===== src/rtl/mux_nto1_stream_pkg.sv =====
// Shared definitions for the N:1 stream mux and related arbiter blocks.
package mux_nto1_stream_pkg;

    typedef enum logic {
        MODE_SEL = 1'b0,
        MODE_RR  = 1'b1
    } mode_e;

    // Index `step` positions after `idx`, wrapping at n (step <= n, idx < n).
    function automatic int wrap_add(int idx, int step, int n);
        int r;
        r = idx + step;
        if (r >= n) r = r - n;
        return r;
    endfunction

endpackage


===== src/rtl/mux_nto1_stream_if.sv =====
// Producer-side and consumer-side stream signals of the N:1 mux.
interface mux_nto1_stream_if #(
    parameter int WIDTH    = 4,
    parameter int CHANNELS = 4,
    parameter int SEL_W    = 2
);
    logic                      mode;
    logic [SEL_W-1:0]          sel;
    logic [CHANNELS*WIDTH-1:0] in_data;
    logic [CHANNELS-1:0]       in_valid;
    logic [CHANNELS-1:0]       in_ready;
    logic [WIDTH-1:0]          out_data;
    logic [SEL_W-1:0]          out_chan;
    logic                      out_valid;
    logic                      out_ready;

    modport master (
        output mode, sel, in_data, in_valid, out_ready,
        input  in_ready, out_data, out_chan, out_valid
    );

    modport slave (
        input  mode, sel, in_data, in_valid, out_ready,
        output in_ready, out_data, out_chan, out_valid
    );
endinterface


===== src/rtl/mux_nto1_stream_rr_arbiter.sv =====
// Combinational round-robin pick: first requester after `last`, wrapping.
module rr_arbiter
    import mux_nto1_stream_pkg::*;
#(
    parameter int CHANNELS = 4,
    parameter int SEL_W    = 2
) (
    input  logic [CHANNELS-1:0] req,
    input  logic [SEL_W-1:0]    last,
    output logic [SEL_W-1:0]    grant,
    output logic                grant_valid
);

    logic [CHANNELS-1:0] shifted;
    int                  idx;

    always_comb begin
        grant       = '0;
        grant_valid = 1'b0;
        shifted     = '0;
        idx         = 0;
        // Walk the scan order backwards so the nearest requester after `last` wins.
        for (int k = CHANNELS; k >= 1; k--) begin
            idx     = wrap_add(int'(last), k, CHANNELS);
            shifted = req >> idx;
            if (shifted[0]) begin
                grant       = SEL_W'(idx);
                grant_valid = 1'b1;
            end
        end
    end

endmodule


===== src/rtl/mux_nto1_stream.sv =====
// N:1 stream mux, direct-select or round-robin, with a one-beat registered output.
module mux_nto1_stream
    import mux_nto1_stream_pkg::*;
#(
    parameter int WIDTH    = 4,
    parameter int CHANNELS = 4,
    parameter int SEL_W    = 2
) (
    input  logic                  clk,
    input  logic                  rst,
    mux_nto1_stream_if.slave      bus
);

    logic [SEL_W-1:0] rr_last;
    logic [SEL_W-1:0] rr_grant;
    logic             rr_gv;
    logic [SEL_W-1:0] grant;
    logic             grant_valid;
    logic             load_en;
    logic             xfer;
    logic [WIDTH-1:0] sel_data;

    logic [WIDTH-1:0] data_q;
    logic [SEL_W-1:0] chan_q;
    logic             vld_q;

    rr_arbiter #(
        .CHANNELS (CHANNELS),
        .SEL_W    (SEL_W)
    ) u_arb (
        .req         (bus.in_valid),
        .last        (rr_last),
        .grant       (rr_grant),
        .grant_valid (rr_gv)
    );

    always_comb begin
        load_en = !vld_q || bus.out_ready;
        if (bus.mode == MODE_RR) begin
            grant       = rr_grant;
            grant_valid = rr_gv;
        end else begin
            grant       = bus.sel;
            grant_valid = int'(bus.sel) < CHANNELS;
        end
    end

    // Ready is held low during reset so no producer handshake completes then.
    assign bus.in_ready = (!rst && load_en && grant_valid) ? (CHANNELS'(1) << grant) : '0;
    assign xfer         = |(bus.in_ready & bus.in_valid);

    always_comb begin
        sel_data = '0;
        for (int c = 0; c < CHANNELS; c++) begin
            if (grant == SEL_W'(c)) sel_data = bus.in_data[c*WIDTH +: WIDTH];
        end
    end

    always_ff @(posedge clk) begin
        if (rst) begin
            data_q  <= '0;
            chan_q  <= '0;
            vld_q   <= 1'b0;
            rr_last <= SEL_W'(CHANNELS - 1);
        end else if (xfer) begin
            data_q <= sel_data;
            chan_q <= grant;
            vld_q  <= 1'b1;
            if (bus.mode == MODE_RR) rr_last <= grant;
        end else if (bus.out_ready) begin
            vld_q <= 1'b0;
        end
    end

    assign bus.out_data  = data_q;
    assign bus.out_chan  = chan_q;
    assign bus.out_valid = vld_q;

endmodule


===== src/flat_wrapper.sv =====
// flat-port wrapper written by rule: the top's interface ports become plain ports
module mux_nto1_stream_flat import mux_nto1_stream_pkg::*;
#(
    parameter int WIDTH    = 4,
    parameter int CHANNELS = 4,
    parameter int SEL_W    = 2
)
  (clk, rst, bus_mode, bus_sel, bus_in_data, bus_in_valid, bus_out_ready, bus_in_ready, bus_out_data, bus_out_chan, bus_out_valid);
  mux_nto1_stream_if #(.WIDTH(WIDTH), .CHANNELS(CHANNELS), .SEL_W(SEL_W)) bus_i ();
  input  logic clk;
  input  logic rst;
  input wire logic [$bits(bus_i.mode)-1:0] bus_mode;
  input wire logic [$bits(bus_i.sel)-1:0] bus_sel;
  input wire logic [$bits(bus_i.in_data)-1:0] bus_in_data;
  input wire logic [$bits(bus_i.in_valid)-1:0] bus_in_valid;
  input wire logic [$bits(bus_i.out_ready)-1:0] bus_out_ready;
  output wire logic [$bits(bus_i.in_ready)-1:0] bus_in_ready;
  output wire logic [$bits(bus_i.out_data)-1:0] bus_out_data;
  output wire logic [$bits(bus_i.out_chan)-1:0] bus_out_chan;
  output wire logic [$bits(bus_i.out_valid)-1:0] bus_out_valid;
  assign bus_i.mode = bus_mode;
  assign bus_i.sel = bus_sel;
  assign bus_i.in_data = bus_in_data;
  assign bus_i.in_valid = bus_in_valid;
  assign bus_i.out_ready = bus_out_ready;
  assign bus_in_ready = bus_i.in_ready;
  assign bus_out_data = bus_i.out_data;
  assign bus_out_chan = bus_i.out_chan;
  assign bus_out_valid = bus_i.out_valid;
  mux_nto1_stream #(.WIDTH(WIDTH), .CHANNELS(CHANNELS), .SEL_W(SEL_W)) u_core (.clk(clk), .rst(rst), .bus(bus_i));
endmodule

===== config.mk =====
export PLATFORM = sky130hd
export DESIGN_NAME = mux_nto1_stream_flat
export DESIGN_NICKNAME = d
export VERILOG_FILES = /design/src/rtl/mux_nto1_stream_pkg.sv /design/src/rtl/mux_nto1_stream_if.sv /design/src/rtl/mux_nto1_stream_rr_arbiter.sv /design/src/rtl/mux_nto1_stream.sv /design/src/flat_wrapper.sv
export SDC_FILE = /design/constraint.sdc
export NUM_CORES = 1
export LEC_CHECK = 0
export ABC_AREA = 1
export ABC_CLOCK_PERIOD_IN_PS = 3800
export BUFFER_PORTS_ARGS = -buffer_cell sky130_fd_sc_hd__buf_4
export CELL_PAD_IN_SITES_DETAIL_PLACEMENT = 1
export CELL_PAD_IN_SITES_GLOBAL_PLACEMENT = 2
export CORE_MARGIN = 2
export CORE_UTILIZATION = 23
export DETAILED_ROUTE_END_ITERATION = 7
export GPL_TIMING_DRIVEN = 1
export PLACE_DENSITY_LB_ADDON = 0.1
export SKIP_CTS_REPAIR_TIMING = 1
export SLEW_MARGIN = 20
export SYNTH_ARGS = -nofsm -noshare
export SYNTH_HDL_FRONTEND = slang
export SYNTH_SLANG_ARGS = --single-unit

===== constraint.sdc =====
create_clock -name clk -period 3.8 [get_ports clk]
set_clock_uncertainty 0.1 [all_clocks]
set_input_delay 0.76 -clock clk [delete_from_list [all_inputs] [get_ports clk]]
set_output_delay 0.76 -clock clk [all_outputs]
set_load 0.01 [all_outputs]

==> results.ini <==
[run_status]
status=completed

[logic_synthesis]
netlist_area_sq_um=841
synth_commonest_cells=48 x nand2_1, 25 x nor2_1, 20 x inv_1
synth_compound_area_share_pct=6.55
async_reset_ff_share_pct=0
synth_largest_type_area_fraction_pct=21.4
synthMuxAreaShare_pct=0
synth_edf_count=0
synthTopCellsByArea=dfxtp_1 21%, nand2_1 21%, nor2_1 11%
synth-adder-area-share_pct=4.46
syn_inst=149
postSynthAreaPerCell_sq_um=5.64
synthFlopType=dfxtp_1
synthesis.nets=178
yosys.cell_count.top_type=nand2_1
synth_top_family_by_area=simple AND/OR/NAND/NOR gates
synthSimpleGateAreaFrac_pct=55.1
synth_cell_types=18
ys_seq_area_share_pct=21.4
yosysTopAreaCell=dfxtp_1
synth_seq_cells=9
synthXorXnorAreaFrac_pct=0
yosysWarnings=0

[hold_path]
hp-start=u_core.bus.out_chan[0]
hold_path.class=flop to flop

[die]
die_w_um=64.5
io_pins=37
die_y_um=64.5
initial_utilization_pct=24.6
core-area_sq_mm=0.00342
rows=21
dieArea_sq_mm=0.00416

[critical_path]
critPathKind=flop to output port
cp.required_ns=2.94
r2r-start=u_core.rr_last[1]
worstPathArrival_ns=2.22
cp-startpoint=u_core.rr_last[1]
crit_slowest_cell=dfxtp_1
cp_num_buf_inv=5
worstSetupEndpointType=output port
crit_path_cell_trace=inv_1 > ha_1 > inv_1 > nand3_1 > inv_1 > nor2_1 > nand2_1 > nand2_1 > nand2_1 > nand3_2 > nand2_4 > nand3_1 > inv_1 > buf_4
crit_path_frequent_cell=inv_1
start_kind=flop
slowest_delay_ns=0.46
critPathTopFamily=simple AND/OR/NAND/NOR gates
path_max_fanout=6

[clock_network]
worstSkewPairLatency_ns=0.26
cts_buffers=3
numClockSinks=9
clock_path_buffers=2
root_buffer=clkbuf_4
cts_tree=built
h-tree-depth=1
clkSlewWorstSetupHoldPaths_ns=0.07

[sta]
fmax_ghz=0.325
period_share_pct=80.9
maxSlewHeadroom_pct=80.1
finalHoldViolCount=0
worst_slack_ns=0.724
setup_viol_count_final=0
finalMaxSlewViolations=0
rsz0062_at_grt=false
worstMarginPinSlew_ns=0.297
period_minus_slack_ns=3.08
fin_tns_setup_ns=0

[drt]
detail_route.wl_per_cell_um=12.0
drt_wl_total_um=2830
vias=1044
drt_iter0_drc=10
remaining_drc_errors=0
ant_nets=0
via_per_inst=4.44
dr.pass1.iters=2

[flow_run]
drv_cap=0

[placement]
place_ws_ns=0.914
io_buffers=36
dp_hpwl_um=2410
gp_congestion=0.829

[final_layout]
drive_above_1_share_pct=29.6
nNetsFinal=219
syn_to_final_growth_pct=41.8
num_antenna_cells=0

[power_and_ir_drop]
power_density_mw_per_mm2=364
ir_worst_vdd_v=0.000227
p_leak_uw=0.000720

[global_routing]
grt_start_max_net_pins=12
grt_antenna_before_repair=0
grt_first_pass_wirelength_um=4910
grt_pass1_vias=1147
grt_usage_pct=14.9
overflow=0

==> sequential cells by signal, indices dropped and copies added, names as in the netlist <==
signal	cells
u_core.bus.out_chan	2
u_core.bus.out_data	4
u_core.bus.out_valid	1
u_core.rr_last	2
==> power breakdown <==
| group | leakage [uW] | total [uW] | switching, uW | internal [uW] |
|---|---|---|---|---|
| clock | 0.0000177 | 74.9 | 36.0 | 38.9 |
| sequential | 0.0000740 | 122 | 11.4 | 111 |
| combinational | 0.000628 | 237 | 142 | 94.9 |
| total | 0.000720 | 435 | 190 | 245 |
==> placed cells by master (no fill, tap or decap), drive strengths merged, types with 4 or more instances in the layout <==
master  count
nand4       6
nand3      14
nor2       26
inv        23
nand2      55
buf        37
a21oi       4
dfxtp       9
o21bai      4
==> worst reg2reg max path: cells and delay by family, from the launching register on <==
kind	cells	cell delay (ns)
simple gates	13	1.29
flops	1	0.46
buf+inv	4	0.42
fa+ha+maj	1	0.34
==> cell families (layout without fill, tap and decap cells) <==
| kind of cell | Yosys count | count (layout) |
|---|---|---|
| AND/OR/NAND/NOR | 102 | 102 |
| buffers and inverters | 26 | 66 |
| AO/OA/AOI/OAI | 9 | 9 |
| flip-flops | 9 | 9 |
| adder cells (fa/ha/maj) | 3 | 3 |
==> per-stage QoR <==
step | instances | total power, uW | hold slack (ns) | utilization [%] | instance area (sq um)
final | 235 | 435 | 0.389 | 34.9 | 1190
after global routing | 235 | 481 | 0.416 | 34.9 | 1190
after CTS | 235 | 444 | 0.390 | 34.9 | 1190
after detailed placement | 231 | 366 | 0.375 | 34.1 | 1160
after global placement | 231 | 360 | 0.357 | 34.1 | 1160
after floorplan | 149 | 276 | 0.383 | - | 841
==> cell type report <==
type | instances | area, sq um
clock buffer | 3 | 22.5
sequential | 9 | 180
inverter | 25 | 93.8
tap | 46 | 57.6
fill | 483 | 2220
timing repair buffer | 37 | 278
multi-input combinational | 114 | 556
clock inverter | 1 | 5.00
==> final timing paths <==
kind,end,slack (ns),cells past startpoint
worst min-delay path,u_core.bus.out_chan[0],0.39,2
worst max register to register,u_core.bus.out_data[1],1.10,18
worst max-delay path,bus_in_ready[2],0.72,14
worst min register to register,u_core.bus.out_chan[0],0.39,2
==> metal layers <==
layer  part of all wire (%)  track usage [%]
met1                     41             16.0
met5                      0                0
met3                    4.9             3.82
met2                     53             29.0
met4                   0.95             2.93
Power figures use the tool's default switching activity.
